## config.mk

```make
export PLATFORM = sky130hd
export DESIGN_NAME = id_ex_reg_flat
export DESIGN_NICKNAME = d
export VERILOG_FILES = /design/src/rtl/id_ex_reg_if.sv /design/src/rtl/id_ex_reg.sv /design/src/flat_wrapper.sv
export SDC_FILE = /design/constraint.sdc
export NUM_CORES = 1
export LEC_CHECK = 0
export CAP_MARGIN = 20
export CORE_AREA = 2 2 149 151
export DETAILED_ROUTE_END_ITERATION = 10
export DIE_AREA = 0 0 151 153
export PLACE_DENSITY = 0.69
export SYNTH_ARGS = -nofsm -noshare
export SYNTH_HDL_FRONTEND = slang
export SYNTH_SLANG_ARGS = --single-unit
```

## constraint.sdc

```tcl
create_clock -name clk -period 3.98 [get_ports clk]
set_clock_uncertainty 0.2 [all_clocks]
set_input_delay 0.597 -clock clk [delete_from_list [all_inputs] [get_ports clk]]
set_output_delay 0.597 -clock clk [all_outputs]
set_load 0.03 [all_outputs]
```

## src/rtl/id_ex_reg_if.sv

```systemverilog
// rtl/id_ex_reg_if.sv - ID/EX pipeline register bus: ID-side capture inputs and EX-side registered outputs.
// The bubble counter port exists only when IDEX_BUBBLE_CNT_EN is defined.
interface id_ex_reg_if #(
  parameter int CTRL_W = 16
);
  logic              hold_i;
  logic              flush_i;
  logic              id_valid_i;
  logic [31:0]       id_pc_i;
  logic [31:0]       id_instr_i;
  logic [31:0]       id_rs_data_i;
  logic [31:0]       id_rt_data_i;
  logic [31:0]       id_ext_i;
  logic [CTRL_W-1:0] id_ctrl_i;
  logic [4:0]        id_wreg_i;

  logic              ex_valid_o;
  logic [31:0]       ex_pc_o;
  logic [31:0]       ex_instr_o;
  logic [31:0]       ex_rs_data_o;
  logic [31:0]       ex_rt_data_o;
  logic [31:0]       ex_ext_o;
  logic [CTRL_W-1:0] ex_ctrl_o;
  logic [4:0]        ex_wreg_o;
  logic [4:0]        ex_rs_num_o;
  logic [4:0]        ex_rt_num_o;
  logic              load_use_o;
`ifdef IDEX_BUBBLE_CNT_EN
  logic [31:0]       bubble_cnt_o;
`endif

  modport master (
    output hold_i, flush_i, id_valid_i, id_pc_i, id_instr_i,
    output id_rs_data_i, id_rt_data_i, id_ext_i, id_ctrl_i, id_wreg_i,
    input  ex_valid_o, ex_pc_o, ex_instr_o, ex_rs_data_o, ex_rt_data_o,
    input  ex_ext_o, ex_ctrl_o, ex_wreg_o, ex_rs_num_o, ex_rt_num_o,
    input  load_use_o
`ifdef IDEX_BUBBLE_CNT_EN
    , input bubble_cnt_o
`endif
  );

  modport slave (
    input  hold_i, flush_i, id_valid_i, id_pc_i, id_instr_i,
    input  id_rs_data_i, id_rt_data_i, id_ext_i, id_ctrl_i, id_wreg_i,
    output ex_valid_o, ex_pc_o, ex_instr_o, ex_rs_data_o, ex_rt_data_o,
    output ex_ext_o, ex_ctrl_o, ex_wreg_o, ex_rs_num_o, ex_rt_num_o,
    output load_use_o
`ifdef IDEX_BUBBLE_CNT_EN
    , output bubble_cnt_o
`endif
  );
endinterface

```

## src/rtl/id_ex_reg.sv

```systemverilog
// rtl/id_ex_reg.sv - ID/EX pipeline register with hold, flush/bubble insertion and load-use detection.
// Optional saturating bubble counter enabled by defining IDEX_BUBBLE_CNT_EN.
module id_ex_reg #(
  parameter int CTRL_W       = 16,
  parameter int MEMREAD_BIT  = 3,
  parameter int REGWRITE_BIT = 0
) (
  input  logic        clk,
  input  logic        rst,
  id_ex_reg_if.slave  bus
);

  generate
    if ((MEMREAD_BIT >= CTRL_W) || (REGWRITE_BIT >= CTRL_W)) begin : g_bad_cfg
      $error("id_ex_reg: control bit index outside control word");
    end
  endgenerate

  logic              r_valid;
  logic [31:0]       r_pc;
  logic [31:0]       r_instr;
  logic [31:0]       r_rs_data;
  logic [31:0]       r_rt_data;
  logic [31:0]       r_ext;
  logic [CTRL_W-1:0] r_ctrl;
  logic [4:0]        r_wreg;
  logic [4:0]        r_rs_num;
  logic [4:0]        r_rt_num;

  logic w_bubble;
  logic w_load;
  logic w_rs_hit;
  logic w_rt_hit;

  // An empty ID slot becomes a bubble, so EX never sees a stale control word.
  assign w_bubble = bus.flush_i | (~bus.hold_i & ~bus.id_valid_i);
  assign w_load   = ~bus.flush_i & ~bus.hold_i & bus.id_valid_i;

  always_ff @(posedge clk) begin
    if (rst) begin
      r_valid   <= 1'b0;
      r_pc      <= 32'd0;
      r_instr   <= 32'd0;
      r_rs_data <= 32'd0;
      r_rt_data <= 32'd0;
      r_ext     <= 32'd0;
      r_ctrl    <= '0;
      r_wreg    <= 5'd0;
      r_rs_num  <= 5'd0;
      r_rt_num  <= 5'd0;
    end else if (w_bubble) begin
      r_valid  <= 1'b0;
      r_instr  <= 32'd0;
      r_ctrl   <= '0;
      r_wreg   <= 5'd0;
      r_rs_num <= 5'd0;
      r_rt_num <= 5'd0;
    end else if (w_load) begin
      r_valid   <= 1'b1;
      r_pc      <= bus.id_pc_i;
      r_instr   <= bus.id_instr_i;
      r_rs_data <= bus.id_rs_data_i;
      r_rt_data <= bus.id_rt_data_i;
      r_ext     <= bus.id_ext_i;
      r_ctrl    <= bus.id_ctrl_i;
      r_wreg    <= bus.id_wreg_i;
      r_rs_num  <= bus.id_instr_i[25:21];
      r_rt_num  <= bus.id_instr_i[20:16];
    end
  end

  assign bus.ex_valid_o   = r_valid;
  assign bus.ex_pc_o      = r_pc;
  assign bus.ex_instr_o   = r_instr;
  assign bus.ex_rs_data_o = r_rs_data;
  assign bus.ex_rt_data_o = r_rt_data;
  assign bus.ex_ext_o     = r_ext;
  assign bus.ex_ctrl_o    = r_ctrl;
  assign bus.ex_wreg_o    = r_wreg;
  assign bus.ex_rs_num_o  = r_rs_num;
  assign bus.ex_rt_num_o  = r_rt_num;

  // A load writing $0 never produces a result, so it cannot create a hazard.
  assign w_rs_hit = (r_wreg == bus.id_instr_i[25:21]);
  assign w_rt_hit = (r_wreg == bus.id_instr_i[20:16]);
  assign bus.load_use_o = bus.id_valid_i & r_valid & r_ctrl[MEMREAD_BIT] &
                          (r_wreg != 5'd0) & (w_rs_hit | w_rt_hit);

`ifdef IDEX_BUBBLE_CNT_EN
  logic [31:0] r_bubble_cnt;

  always_ff @(posedge clk) begin
    if (rst) begin
      r_bubble_cnt <= 32'd0;
    end else if (w_bubble && (r_bubble_cnt != 32'hFFFF_FFFF)) begin
      r_bubble_cnt <= r_bubble_cnt + 32'd1;
    end
  end

  assign bus.bubble_cnt_o = r_bubble_cnt;
`endif

endmodule

```

## src/flat_wrapper.sv

```systemverilog
// flat-port wrapper written by rule: the top's interface ports become plain ports
module id_ex_reg_flat 
#(
  parameter int CTRL_W       = 16,
  parameter int MEMREAD_BIT  = 3,
  parameter int REGWRITE_BIT = 0
)
  (clk, rst, bus_hold_i, bus_flush_i, bus_id_valid_i, bus_id_pc_i, bus_id_instr_i, bus_id_rs_data_i, bus_id_rt_data_i, bus_id_ext_i, bus_id_ctrl_i, bus_id_wreg_i, bus_ex_valid_o, bus_ex_pc_o, bus_ex_instr_o, bus_ex_rs_data_o, bus_ex_rt_data_o, bus_ex_ext_o, bus_ex_ctrl_o, bus_ex_wreg_o, bus_ex_rs_num_o, bus_ex_rt_num_o, bus_load_use_o);
  id_ex_reg_if #(.CTRL_W(CTRL_W)) bus_i ();
  input  logic clk;
  input  logic rst;
  input wire logic [$bits(bus_i.hold_i)-1:0] bus_hold_i;
  input wire logic [$bits(bus_i.flush_i)-1:0] bus_flush_i;
  input wire logic [$bits(bus_i.id_valid_i)-1:0] bus_id_valid_i;
  input wire logic [$bits(bus_i.id_pc_i)-1:0] bus_id_pc_i;
  input wire logic [$bits(bus_i.id_instr_i)-1:0] bus_id_instr_i;
  input wire logic [$bits(bus_i.id_rs_data_i)-1:0] bus_id_rs_data_i;
  input wire logic [$bits(bus_i.id_rt_data_i)-1:0] bus_id_rt_data_i;
  input wire logic [$bits(bus_i.id_ext_i)-1:0] bus_id_ext_i;
  input wire logic [$bits(bus_i.id_ctrl_i)-1:0] bus_id_ctrl_i;
  input wire logic [$bits(bus_i.id_wreg_i)-1:0] bus_id_wreg_i;
  output wire logic [$bits(bus_i.ex_valid_o)-1:0] bus_ex_valid_o;
  output wire logic [$bits(bus_i.ex_pc_o)-1:0] bus_ex_pc_o;
  output wire logic [$bits(bus_i.ex_instr_o)-1:0] bus_ex_instr_o;
  output wire logic [$bits(bus_i.ex_rs_data_o)-1:0] bus_ex_rs_data_o;
  output wire logic [$bits(bus_i.ex_rt_data_o)-1:0] bus_ex_rt_data_o;
  output wire logic [$bits(bus_i.ex_ext_o)-1:0] bus_ex_ext_o;
  output wire logic [$bits(bus_i.ex_ctrl_o)-1:0] bus_ex_ctrl_o;
  output wire logic [$bits(bus_i.ex_wreg_o)-1:0] bus_ex_wreg_o;
  output wire logic [$bits(bus_i.ex_rs_num_o)-1:0] bus_ex_rs_num_o;
  output wire logic [$bits(bus_i.ex_rt_num_o)-1:0] bus_ex_rt_num_o;
  output wire logic [$bits(bus_i.load_use_o)-1:0] bus_load_use_o;
  assign bus_i.hold_i = bus_hold_i;
  assign bus_i.flush_i = bus_flush_i;
  assign bus_i.id_valid_i = bus_id_valid_i;
  assign bus_i.id_pc_i = bus_id_pc_i;
  assign bus_i.id_instr_i = bus_id_instr_i;
  assign bus_i.id_rs_data_i = bus_id_rs_data_i;
  assign bus_i.id_rt_data_i = bus_id_rt_data_i;
  assign bus_i.id_ext_i = bus_id_ext_i;
  assign bus_i.id_ctrl_i = bus_id_ctrl_i;
  assign bus_i.id_wreg_i = bus_id_wreg_i;
  assign bus_ex_valid_o = bus_i.ex_valid_o;
  assign bus_ex_pc_o = bus_i.ex_pc_o;
  assign bus_ex_instr_o = bus_i.ex_instr_o;
  assign bus_ex_rs_data_o = bus_i.ex_rs_data_o;
  assign bus_ex_rt_data_o = bus_i.ex_rt_data_o;
  assign bus_ex_ext_o = bus_i.ex_ext_o;
  assign bus_ex_ctrl_o = bus_i.ex_ctrl_o;
  assign bus_ex_wreg_o = bus_i.ex_wreg_o;
  assign bus_ex_rs_num_o = bus_i.ex_rs_num_o;
  assign bus_ex_rt_num_o = bus_i.ex_rt_num_o;
  assign bus_load_use_o = bus_i.load_use_o;
  id_ex_reg #(.CTRL_W(CTRL_W), .MEMREAD_BIT(MEMREAD_BIT), .REGWRITE_BIT(REGWRITE_BIT)) u_core (.clk(clk), .rst(rst), .bus(bus_i));
endmodule
```

After elaboration in Yosys (flattened, before gate mapping)
Index checks and enable logic that the tools add are counted.

cells by class
  equal/unequal tests = 2
  bitwise logic cells = 13
  reductions and logical operators = 3

operators with widths
  cell               count
  $eq 5x5->1         2
  $and 1x1->1        7
  $reduce_bool 5->1  1
  $not 1->1          4
  $or 1x1->1         2
  $reduce_and 2->1   1
  $reduce_or 2->1    1

word-level totals
  flip-flop bits (word level) = 192
  input bits = 186
  output and inout port bits = 193
  word-level logic and storage cells = 28

Longest topological paths before layout
  word-level depth = 5
  depth in mapped cells = 6
  gate-level depth less buffers = 4

Worst setup path after synthesis
Ideal clock, no wire load.

  path kind = input to output
  from = in bus_id_instr_i[23]
  to = out bus_load_use_o
  arrival = 1.502 ns
  required time = 3.183 ns
  path slack = 1.681 ns
  stages = 4
  buffers on the path = 0
  path through = xor2_1 nor3_1 nand3_1 a21oi_1

on the way
  longest elaborated chain between the ends = 3

RTL lines
  element      line                RTL
  from (decl)  flat_wrapper.sv:16  input wire logic [$bits(bus_i.id_instr_i)-1:0] bus_id_instr_i;
  $eq 5x5->1   id_ex_reg.sv:84     assign w_rs_hit = (r_wreg == bus.id_instr_i[25:21]);
  $or 1x1->1   id_ex_reg.sv:87     (r_wreg != 5'd0) & (w_rs_hit | w_rt_hit);
  $and 1x1->1  id_ex_reg.sv:87
  to (decl)    flat_wrapper.sv:32  output wire logic [$bits(bus_i.load_use_o)-1:0] bus_load_use_o;

No other way between the ends.

Worst setup path in the final report
Same ends and word-level chain as after synthesis.

==> flow_summary.json <==
{
  "timing.final.crit_share_pct": 80.3,
  "grt_overflow": 0,
  "drt_wl_total_um": 21400,
  "peakVddDrop_mv": 0.395,
  "finalSetupViolations": 0,
  "tightest_slew_ps": 1030,
  "status": "finished, final reports clean",
  "p_leak_nw": 3.71,
  "start_kind": "input port",
  "route.detailed.wl_per_inst_um": 14.8,
  "ff_latch_area_um2": 3640,
  "hp-start": "u_core.bus.ex_ext_o[12]",
  "cts_max_level": 4,
  "power_density_nw_per_um2": 379,
  "async_reset_ff_share_pct": 0,
  "coreArea_um2": 21500,
  "synth_edf_count": 0,
  "viasPerCell": 4.49,
  "post_cts_resized": 0,
  "die_y_um": 153,
  "ant_nets": 0,
  "io_buffer_count": 378,
  "yosysTopAreaCellShare_pct": 56.3,
  "cp_max_fo": 2,
  "synthTopCellsByArea": "dfxtp_1 (56%), nand2_1 (21%), a21oi_1 (14%)",
  "holdCritPathClass": "reg -> reg",
  "finalCriticalPeriod_ps": 3200,
  "row_count": 54,
  "yosysMostFrequentCell": "nand2_1",
  "dr_wl_met3_um": 1920,
  "timing.rr.end": "u_core.bus.ex_wreg_o[4]",
  "met1_length_um": 8920,
  "holdBufCountCts": 0,
  "yosysUniqueCellTypes": 18,
  "cts_made_buffers": 17,
  "hold_viol": 0,
  "reg2reg_slack_ps": 2980,
  "fillers": 2010,
  "multi_input_area_um2": 2440,
  "timing.fmax_ghz": 0.313,
  "synthCells": 817,
  "yosysSeqAreaShare_pct": 56.3,
  "die_w_um": 151,
  "grt_antenna_before_repair": 1,
  "num_io_pins": 379,
  "ys_top_cells_by_count": "nand2_1 (362), a21oi_1 (182), dfxtp_1 (182)",
  "clk_path_buf_depth": 2,
  "grt_pass1_vias": 5901,
  "clk_latency_ps": 410,
  "grt_use_total_pct": 17.7,
  "grt_pass1_wl_um": 32200,
  "crit_type": "in -> out",
  "vias": 6481,
  "tns_ps": 0,
  "dr.pass1.iters": 4,
  "hpwl_um": 14900,
  "path_clk_slew_ps": 70,
  "drcViolationCount": 0,
  "slew_headroom_pct": 31.6,
  "clock-sinks": 182,
  "netlist_area_um2": 6470,
  "syn_to_final_growth_pct": 68.4,
  "ys.flop_type": "dfxtp_1",
  "initial_core_util_pct": 30.1,
  "drive_above_1_share_pct": 3.52,
  "drv_slew": 0,
  "yosys.area.top_type": "dfxtp_1",
  "min_path_cells": 2,
  "gp_congestion": 0.845,
  "worstSetupEndpointType": "output pin",
  "cp.required_ps": 3180,
  "cts_setup_buffers": 0,
  "highest_layer": "met4",
  "cp.arrival_ps": 2400,
  "antenna_cells": 0,
  "fin_nets": 1337,
  "ys_ff_latch": 182,
  "dieArea_um2": 23100,
  "grt_start_max_net_pins": 135,
  "grt_setup_unrepaired": "no",
  "drt-initial-drc-count": 378,
  "rr_startpoint": "u_core.bus.ex_wreg_o[4]",
  "cap_violations": 0,
  "cts_tree": "done",
  "utilization_pct": 50.7,
  "hold_path_end": "u_core.bus.ex_ext_o[12]",
  "power_w": 0.00413,
  "cts_root_buf": "clkbuf_16",
  "yosysWarnings": 0,
  "met2_length_um": 10100,
  "avgSynthCellArea_um2": 7.92,
  "ff2ff_path_depth": 2,
  "synth_fp_nets": 1003
}
-- layer usage --
| layer | track usage, % | vias to the layer above |
|---|---|---|
| li1 | - | 3273 |
| met1 | 21.3 | 2946 |
| met2 | 28.9 | 232 |
| met3 | 6.36 | 30 |
| met4 | 6.54 | 0 |
| met5 | 0 | - |
-- flip-flops by register name (all words and copies together), names as in the netlist, 5 cells and up --
signal / count
u_core.bus.ex_ctrl_o: 16
u_core.bus.ex_ext_o: 32
u_core.bus.ex_instr_o: 24
u_core.bus.ex_pc_o: 32
u_core.bus.ex_rs_data_o: 32
u_core.bus.ex_rt_data_o: 32
u_core.bus.ex_wreg_o: 5
-- cells in the final DEF (no fill, tap or decap) --
master             n
o2111ai_1          1
o21ai_4            1
nand2_1          362
xor2_1             6
bufinv_16          1
dfxtp_1          182
buf_4              4
clkbuf_16         17
a21oi_1          182
nor2_1             3
inv_8              4
nor3b_2            1
clkdlybuf4s50_1  377
clkinvlp_4         2
nand3_1            2
nor3_1             2
or3b_4             1
or4_1              1
buf_12             3
inv_6              3
clkbuf_1           1
xnor2_1            4
clkbuf_8           2
clkinv_4           2
-- kinds of logic (layout without fill, tap and decap cells) --
| group | after synthesis | in the layout | share of synthesized area, % |
|---|---|---|---|
| simple gates | 372 | 372 | 21.9 |
| compound gates | 184 | 184 | 14.3 |
| flops | 182 | 182 | 56.3 |
| buf+inv | 69 | 416 | 6.17 |
| xor+xnor | 10 | 10 | 1.35 |
-- power by group --
part | switching, W | internal (W) | total [W]
registers | 0.0000239 | 0.00187 | 0.00189
logic | 0.000262 | 0.000280 | 0.000542
clock network | 0.000769 | 0.000923 | 0.00169
total | 0.00106 | 0.00307 | 0.00413
-- per-stage QoR --
step                      cells  instance area (um2)  hold WS (ps)  setup slack (ps)
after floorplan             817                 6470           380              1680
after global placement     1412                10300           240               817
after detailed placement   1412                10300           246               814
after CTS                  1444                10900           256               813
after global routing       1444                10900           266               677
final                      1444                10900           253               783
-- how the worst max path moves through the flow --
| stage | endpoint | from | slack [ps] | cells after the start |
|---|---|---|---|---|
| floorplan | bus_load_use_o | bus_id_instr_i[23] | 1680 | 4 |
| global placement | bus_load_use_o | bus_id_instr_i[23] | 820 | 6 |
| detailed placement | bus_load_use_o | bus_id_instr_i[23] | 810 | 6 |
| CTS | bus_load_use_o | bus_id_instr_i[23] | 810 | 6 |
| global route | bus_load_use_o | bus_id_instr_i[21] | 680 | 6 |
| finish | bus_load_use_o | bus_id_instr_i[23] | 780 | 6 |
-- critical path, stage by stage --
cell and delay [ps]:
clkdlybuf4s50_1 440, xor2_1 150, nor3_1 250, nand3_1 110, a21oi_1 160, clkdlybuf4s50_1 690
-- final cells by class --
| class | instances | share of cell area, % |
|---|---|---|
| repair buffers | 384 | 35.5 |
| flip-flops and latches | 182 | 33.4 |
| well taps | 280 | 3.22 |
| multi-input cells | 566 | 22.4 |
| clock inverters | 12 | 1.23 |
| clock buffers | 20 | 4.19 |
Note: power is estimated with default switching activity, not from simulation.
